$ cat src/rtl/spi_sclk_gen.sv
// spi_sclk_gen: SPI serial-clock generator.
// Produces SCK with a programmable divisor, CPOL/CPHA mode and transfer length.
// It also emits one-cycle sample/shift strobes for the shift register and a
// done pulse at the end of each transfer.
// Optional macro SPI_SCLK_GEN_ABORT_EN adds the active-low i_abort_n input,
// which cancels a running transfer.
module spi_sclk_gen #(
    parameter int DIV_W = 8,
    parameter int CNT_W = 6
) (
    input  logic             i_clk,
    input  logic             i_rst_n,
    input  logic             i_cfg_we,
    input  logic [DIV_W-1:0] i_cfg_div,
    input  logic             i_cfg_cpol,
    input  logic             i_cfg_cpha,
    input  logic [CNT_W-1:0] i_cfg_bits,
    input  logic             i_start_n,
`ifdef SPI_SCLK_GEN_ABORT_EN
    input  logic             i_abort_n,
`endif
    output logic             o_idle,
    output logic             o_clk,
    output logic             o_sample,
    output logic             o_shift,
    output logic             o_done
);

    typedef enum logic {IDLE, RUN} state_t;

    state_t           state_q, state_d;

    // Half-period stored as terminal count (H-1), so divisor 2 -> 0.
    logic [DIV_W-2:0] hlim_q;
    logic             cpol_q, cpha_q;
    logic [CNT_W-1:0] bits_q;

    logic [DIV_W-2:0] hcnt_q, hcnt_d;
    logic [CNT_W:0]   edge_q, edge_d;
    logic             clk_q, clk_d;
    logic             smp_q, smp_d;
    logic             shf_q, shf_d;
    logic             done_q, done_d;

    logic             abort;
    logic             fire;
    logic             tc;
    logic             last;
    logic [CNT_W:0]   edge_nx;
    logic [CNT_W:0]   edge_end;
    logic [DIV_W-2:0] cfg_half;
    logic [DIV_W-2:0] cfg_hlim;

`ifdef SPI_SCLK_GEN_ABORT_EN
    assign abort = ~i_abort_n;
`else
    assign abort = 1'b0;
`endif

    // Divisor LSB dropped; divisors 0 and 1 collapse to a half-period of 1.
    assign cfg_half = i_cfg_div[DIV_W-1:1];
    assign cfg_hlim = (cfg_half == '0) ? '0 : cfg_half - 1'b1;

    assign tc       = (hcnt_q == hlim_q);
    assign edge_nx  = edge_q + 1'b1;
    assign edge_end = {bits_q, 1'b0};
    assign last     = (edge_q == edge_end);

    // Config registers; writes accepted only while idle.
    always_ff @(posedge i_clk or negedge i_rst_n) begin
        if (!i_rst_n) begin
            hlim_q <= '0;
            cpol_q <= 1'b0;
            cpha_q <= 1'b0;
            bits_q <= CNT_W'(8);
        end else if (state_q == IDLE && i_cfg_we) begin
            hlim_q <= cfg_hlim;
            cpol_q <= i_cfg_cpol;
            cpha_q <= i_cfg_cpha;
            bits_q <= i_cfg_bits;
        end
    end

    // State, counters and registered outputs.
    always_ff @(posedge i_clk or negedge i_rst_n) begin
        if (!i_rst_n) begin
            state_q <= IDLE;
            hcnt_q  <= '0;
            edge_q  <= '0;
            clk_q   <= 1'b0;
            smp_q   <= 1'b0;
            shf_q   <= 1'b0;
            done_q  <= 1'b0;
        end else begin
            state_q <= state_d;
            hcnt_q  <= hcnt_d;
            edge_q  <= edge_d;
            clk_q   <= clk_d;
            smp_q   <= smp_d;
            shf_q   <= shf_d;
            done_q  <= done_d;
        end
    end

    // Next-state: the start cycle already advances the half-period counter,
    // so edge k lands exactly k*H cycles after start is sampled.
    always_comb begin
        state_d = state_q;
        hcnt_d  = hcnt_q;
        edge_d  = edge_q;
        clk_d   = clk_q;
        smp_d   = 1'b0;
        shf_d   = 1'b0;
        done_d  = 1'b0;
        fire    = 1'b0;

        case (state_q)
            IDLE: begin
                hcnt_d = '0;
                edge_d = '0;
                clk_d  = cpol_q;
                if (i_cfg_we) begin
                    clk_d = i_cfg_cpol;
                end else if (!i_start_n && bits_q != '0) begin
                    state_d = RUN;
                    fire    = 1'b1;
                end
            end
            RUN: begin
                if (abort || last) begin
                    state_d = IDLE;
                    hcnt_d  = '0;
                    edge_d  = '0;
                    clk_d   = cpol_q;
                    done_d  = ~abort;
                end else begin
                    fire = 1'b1;
                end
            end
            default: state_d = IDLE;
        endcase

        if (fire) begin
            if (tc) begin
                hcnt_d = '0;
                edge_d = edge_nx;
                clk_d  = ~clk_q;
                if (edge_nx[0]) begin
                    // Leading edge.
                    if (cpha_q) shf_d = 1'b1;
                    else        smp_d = 1'b1;
                end else begin
                    // Trailing edge; no shift after the final bit in mode cpha=0.
                    if (cpha_q)                   smp_d = 1'b1;
                    else if (edge_nx != edge_end) shf_d = 1'b1;
                end
            end else begin
                hcnt_d = hcnt_q + 1'b1;
            end
        end
    end

    assign o_idle   = (state_q == IDLE);
    assign o_clk    = clk_q;
    assign o_sample = smp_q;
    assign o_shift  = shf_q;
    assign o_done   = done_q;

endmodule

$ cat config.mk
export PLATFORM = sky130hd
export DESIGN_NAME = spi_sclk_gen
export DESIGN_NICKNAME = d
export VERILOG_FILES = /design/src/rtl/spi_sclk_gen.sv
export SDC_FILE = /design/constraint.sdc
export NUM_CORES = 1
export LEC_CHECK = 0
export CORE_AREA = 3 3 87 68
export CTS_CLUSTER_SIZE = 8
export DETAILED_ROUTE_END_ITERATION = 10
export DIE_AREA = 0 0 90 71
export PLACE_DENSITY = 0.51
export SLEW_MARGIN = 20
export SYNTH_ARGS = -nofsm -noshare
export SYNTH_HDL_FRONTEND = slang
export SYNTH_SLANG_ARGS = --single-unit
export TNS_END_PERCENT = 5
$ cat constraint.sdc
create_clock -name i_clk -period 3.8 [get_ports i_clk]
set_input_delay 0.76 -clock i_clk [delete_from_list [all_inputs] [get_ports i_clk]]
set_output_delay 0.76 -clock i_clk [all_outputs]
set_load 0.01 [all_outputs]
==> metrics.cfg, run 1 <==
[clock_network]
cts_resized=0
cts.clk_slew.worst_paths_ps=70
post_cts_buffers=0
cts_tree=done
root_buffer=clkbuf_8
cts_made_buffers=5
clk_latency_ps=280
clkSinkCount=34
htree_levels=2
hold_buffers=0
clock_path_buffers=2

[timing]
finalMaxSlewViolations=0
setup_slack_ps=1370
slew_headroom_pct=47.8
rsz0062_at_grt=no
max_freq_mhz=412
tightest_slew_ps=781
min_period_ps=2430
finalHoldViolCount=0
final.setup.tns_ps=0
finalCritPeriodShare_pct=63.9
skew_ps=6.80
setup_viol=0

[synth]
synth_top_family_by_area=simple AND/OR/NAND/NOR gates
synthesis.area_mm2=0.00179
synth_compound_area_share_pct=7.70
synth_nets=209
async_flop_share_pct=100
synth_seq_cells=34
synthAdderAreaFrac_pct=2.10
ys.flop_type=dfrtp_1
synthMuxAreaShare_pct=0.560
post_synth_xor_area_fraction_pct=15.7
synthSimpleGateAreaFrac_pct=24.4
postSynthCellCount=186
syn_area_per_cell_um2=9.61
netlist-cell-type-count=38
yosys_warnings=0
synth-edff-count=0
yosysSeqAreaShare_pct=47.7

[placed_design]
dpl-instance-area_mm2=0.00210
hpwl_mm=2.89
io_buffers=23
place.gp.congestion=0.842
pre_cts_slack_ps=1050

[die]
rows=23
ioPinCount=25
core-area_mm2=0.00524
chipHeight_um=71
initial_core_util_pct=34.1
die_area_mm2=0.00639
die_w_um=90

[finish]
fin_area_mm2=0.00219
final_cell_mix=38 x nand2_1, 33 x dfrtp_1, 23 x xor2_1, 23 x clkdlybuf4s50_1, 16 x nor2_1
num_antenna_cells=0
layout_commonest_cell=nand2_1
fin_util_pct=41.8
drive_gt1_share_pct=7.44
nets=237
area_growth_syn_to_layout_pct=22.5

[detailed_routing]
viasPerCell=4.59
drc=0
drt_first_pass_iters=4
wire_per_inst_um=13.1
num_vias=1330
routed_wl_mm=3.79
drt-initial-drc-count=72
postRouteAntennaNets=0

[status]
status=finished, final reports clean

[min_path]
worstHoldPathCells=2
hold_path_end=cpol_q
hold_path_class=reg -> reg
worstHoldStart=cpol_q

[setup_path]
r2r_setup_slack_ps=1710
start_kind=input port
critPathKind=in -> reg
timing.rr.start=bits_q[1]
cp.required_ps=3940
end_kind=flop
cp_max_fo=6
r2r-end=hcnt_q[6]
crit_arrival_ps=2570
r2r_cells=5

[power]
p_leak_nw=1.00
peakVddDrop_mv=0.273
power_w=0.00138
pwr_density_cell_mw_per_mm2=630

[global_routing]
grt_usage_pct=13.3
antenna_found_initial=0
grt_overflow=0
grt_pass1_wl_mm=6.72
grt_max_degree=19
grt_pass1_vias=1365

[run]
cap_violations=0

[stage by stage]
step	std cells	hold slack (ps)
floorplan	186	446
global placement	282	465
detailed placement	282	470
CTS	290	488
global route	290	527
finish	290	482
[flip-flops by register name, summed over array words and instances, names as in the netlist]
signal,cells
hcnt_q,7
o_clk,1
state_q,1
cpha_q,1
cpol_q,1
o_sample,1
hlim_q,7
o_shift,1
o_done,1
edge_q,7
bits_q,6
[report_power, final]
part           switching, W  internal, W  total [W]
Combinational      0.000281     0.000229   0.000511
Sequential         0.000118     0.000476   0.000594
Clock              0.000127     0.000148   0.000275
[cell type report]
cell class	count	area [um2]
sequential	34	852
clock buffer	8	90.1
tap	75	93.8
fill	548	3050
timing repair buffer	24	238
inverter	4	15.0
multi-input combinational	145	901
[logic make-up after synthesis]
group,count (synthesis)
xor gates and xnor gates,32
muxes,1
AOI/OAI and AO/OA,20
buffers and inverters,7
DFF,34
and+or+nand+nor,89
adders and majority gates,3
[synth_stat cells, drive strengths merged, types with 2 or more instances]
master  count  area (um2)
or2         2        12.5
and3        3        18.8
xor2       23         201
nand2      38         143
nor2b       2        12.5
nand4b      2        17.5
nand3       8        40.0
nor2       16        60.1
ha          3        37.5
a211oi      2        15.0
and2        4        26.3
o31ai       2        15.0
and4        2        17.5
xnor2       9        78.8
nor3        3        15.0
dfrtp      33         826
o21ai      12        71.3
inv         4        15.0
clkbuf      2        8.75
nor4        4        31.3
[layer usage]
layer | vias up | share of wire, % | GRT usage, %
li1 | 685 | - | -
met5 | - | 0 | 0
met1 | 620 | 56 | 20.6
met3 | 2 | 4.3 | 3.40
met2 | 23 | 39 | 18.0
met4 | 0 | 0.55 | 3.57
[worst max-delay path: stages]
cell             delay (ps)
clkdlybuf4s50_1         440
inv_1                    70
ha_1                    180
nor3b_1                 320
nand2_1                 120
o21ai_0                 490
o21ai_0                 180
[worst max-delay path by stage]
| stage | from | end | slack (ps) | depth (start not counted) |
|---|---|---|---|---|
| 2_1_floorplan | i_cfg_we | edge_q[2] | 1850 | 4 |
| 3_3_place_gp | i_cfg_div[1] | hlim_q[2] | 1050 | 7 |
| 3_5_place_dp | i_cfg_div[1] | hlim_q[4] | 1050 | 7 |
| 4_1_cts | i_cfg_div[1] | hlim_q[4] | 1340 | 7 |
| 5_1_grt | i_cfg_div[1] | hlim_q[2] | 1090 | 7 |
| 6_report | i_cfg_div[1] | hlim_q[4] | 1370 | 7 |
(Power assumes the default switching activity.)
==> run 2, diff against run 1 <==
==> constraint.sdc (replaced) <==
create_clock -name i_clk -period 2.5 [get_ports i_clk]
set_input_delay 0.5 -clock i_clk [delete_from_list [all_inputs] [get_ports i_clk]]
set_output_delay 0.5 -clock i_clk [all_outputs]
set_load 0.01 [all_outputs]
==> metrics.cfg, run 2 (synthesis results as in run 1) <==
[placed_design]
place.gp.congestion=0.806  ; -4.3%
dp.cells=288  ; +2.1%
hpwl_mm=2.84  ; -1.7%
pre_cts_slack_ps=274  ; -772 ps
io_buffers=23  ; unchanged

[timing]
final.setup.tns_ps=0  ; unchanged
setup_viol=0  ; unchanged
setup_slack_ps=397  ; -975 ps
min_period_ps=2100
whs_ps=481  ; -0.707 ps
max_freq_mhz=476
skew_ps=4.97  ; -1.83 ps
finalMaxSlewViolations=0  ; unchanged
tightest_slew_ps=496  ; -286 ps
slew_headroom_pct=66.9  ; +19 points
finalHoldViolCount=0  ; unchanged
rsz0062_at_grt=no
finalCritPeriodShare_pct=84.1

[setup_path]
path_buf_inv=0  ; -2
cp_max_fo=6  ; unchanged
crit_arrival_ps=2250  ; -320 ps
critPathKind=reg -> reg
end_kind=flop
slowest_stage=or4_4
path_delay_family=simple AND/OR/NAND/NOR gates
cp.required_ps=2650  ; -1290 ps
start_kind=flop
slowest_delay_ps=540  ; +50 ps
crit_chain=xor2_1, or4_4, o21a_4, o21ai_1, nor2_1

[die]
rows=23  ; unchanged
chipHeight_um=71  ; unchanged
ioPinCount=25  ; unchanged
die_area_mm2=0.00639  ; unchanged
initial_core_util_pct=34.1  ; unchanged
core-area_mm2=0.00524  ; unchanged
die_w_um=90  ; unchanged

[power]
peakVddDrop_mv=0.408  ; +50%
pwr-share-clk_pct=19.6  ; -0.3 points
power_w=0.00217  ; +57%
p_leak_nw=1.03  ; +3.3%
p_int_w=0.00135  ; +58%
combPwrFrac_pct=39.7  ; +2.7 points
swShare_pct=37.9  ; -0.30 points
pwr_density_cell_mw_per_mm2=968  ; +54%
power_frac_seq_pct=40.8  ; -2.2 points
p_sw_w=0.000820  ; +56%

[finish]
layout_commonest_cell=nand2_1
final_cell_mix=38 x nand2_1, 33 x dfrtp_1, 23 x xor2_1, 23 x clkdlybuf4s50_1, 16 x nor2_1
fillers=558  ; +1.8%
reg_top3=edge_q (7), hcnt_q (7), hlim_q (7)
num_antenna_cells=0  ; unchanged
register_area_um2=852  ; unchanged
multi_input_area_um2=901  ; unchanged
stdcell_count=296  ; +2.1%
drive_gt1_share_pct=10.4  ; +3.0 points
area_growth_syn_to_layout_pct=25.1
nets=243  ; +2.5%

[global_routing]
grt_pass1_vias=1362  ; -0.22%
busiest_layer=met1
grt_max_degree=35  ; +16
grt_pass1_wl_mm=6.93  ; +3.1%
grt_usage_pct=13.6  ; +0.39 points
grt_use_met3_pct=3.40  ; unchanged
grt_use_met2_pct=18.1  ; +0.17 points
grt_overflow=0  ; unchanged
use_met1_pct=21.7  ; +1.0 points
antenna_found_initial=0  ; unchanged

[clock_network]
clk_latency_ps=280  ; about the same
root_buffer=clkbuf_8
post_cts_buffers=0  ; unchanged
hold_buffers=0  ; unchanged
htree_levels=2  ; unchanged
clkSinkCount=34  ; unchanged
cts.clk_slew.worst_paths_ps=70  ; about the same
cts_made_buffers=5  ; unchanged
cts_resized=0  ; unchanged
clock_path_buffers=2  ; unchanged
cts_tree=done

[min_path]
hold_path_class=reg -> reg

[detailed_routing]
drc=0  ; unchanged
num_vias=1342  ; +0.90%
postRouteAntennaNets=0  ; unchanged
routed_wl_mm=3.84  ; +1.1%
viasPerCell=4.53  ; -1.1%
drt-initial-drc-count=87  ; +21%
drt_first_pass_iters=4  ; unchanged
wire_per_inst_um=13.0  ; -0.94%

[status]
status=finished, final reports clean

[run]
cap_violations=0  ; unchanged

[run 2: cell count changes in the layout (fill, tap and decap cells not counted)]
cell,previous run,this run
clkinv_2,0,1
clkbuf_1,2,1
buf_4,1,7
[run 2: layout make-up]
| cell class | instances | share of cell area (%) |
|---|---|---|
| clock buffer | 7 | 3.86 |
| clock inverter | 1 | 0.224 |
| inverter | 4 | 0.672 |
| multi-input combinational | 145 | 40.3 |
| sequential | 34 | 38.1 |
| tap | 75 | 4.20 |
| timing repair buffer | 30 | 12.6 |
[run 2: routing by layer]
metal,part of all wire (%),vias up
li1,-,694
met1,57,617
met2,38,29
met3,4.2,2
met4,0.57,0
met5,0,-
[run 2: power by group through the flow]
stage	clock [W]	sequential, W	combinational [W]
final	0.000424	0.000882	0.000859
after global routing	0.000460	0.000912	0.000994
after CTS	0.000432	0.000885	0.000870
after detailed placement	0	0.000893	0.000863
after global placement	0	0.000896	0.000855
after floorplan	0	0.000853	0.000589
[run 2: worst register-to-register path: cells and delay by family (launching register included)]
family	cells	cell delay, ps
simple gates	2	660
compound gates	2	660
flops	1	460
xor+xnor	1	190
[run 2: final timing paths]
kind                           start        end  slack, ps  cells after the start
min in group asynchronous    i_rst_n  edge_q[3]        620                      2
hold reg to reg               cpol_q     cpol_q        480                      2
hold / removal                cpol_q     cpol_q        480                      2
setup reg to reg           edge_q[2]  hcnt_q[6]        400                      5
setup / recovery           edge_q[2]  hcnt_q[6]        400                      5
max in group asynchronous    i_rst_n  bits_q[3]       1530                      2
[run 2: through the flow]
stage,cell area (um2),utilization (%)
3_3_place_gp,2140,40.9
5_1_grt,2240,42.7
2_1_floorplan,1790,-
4_1_cts,2240,42.7
3_5_place_dp,2140,40.9
6_report,2240,42.7
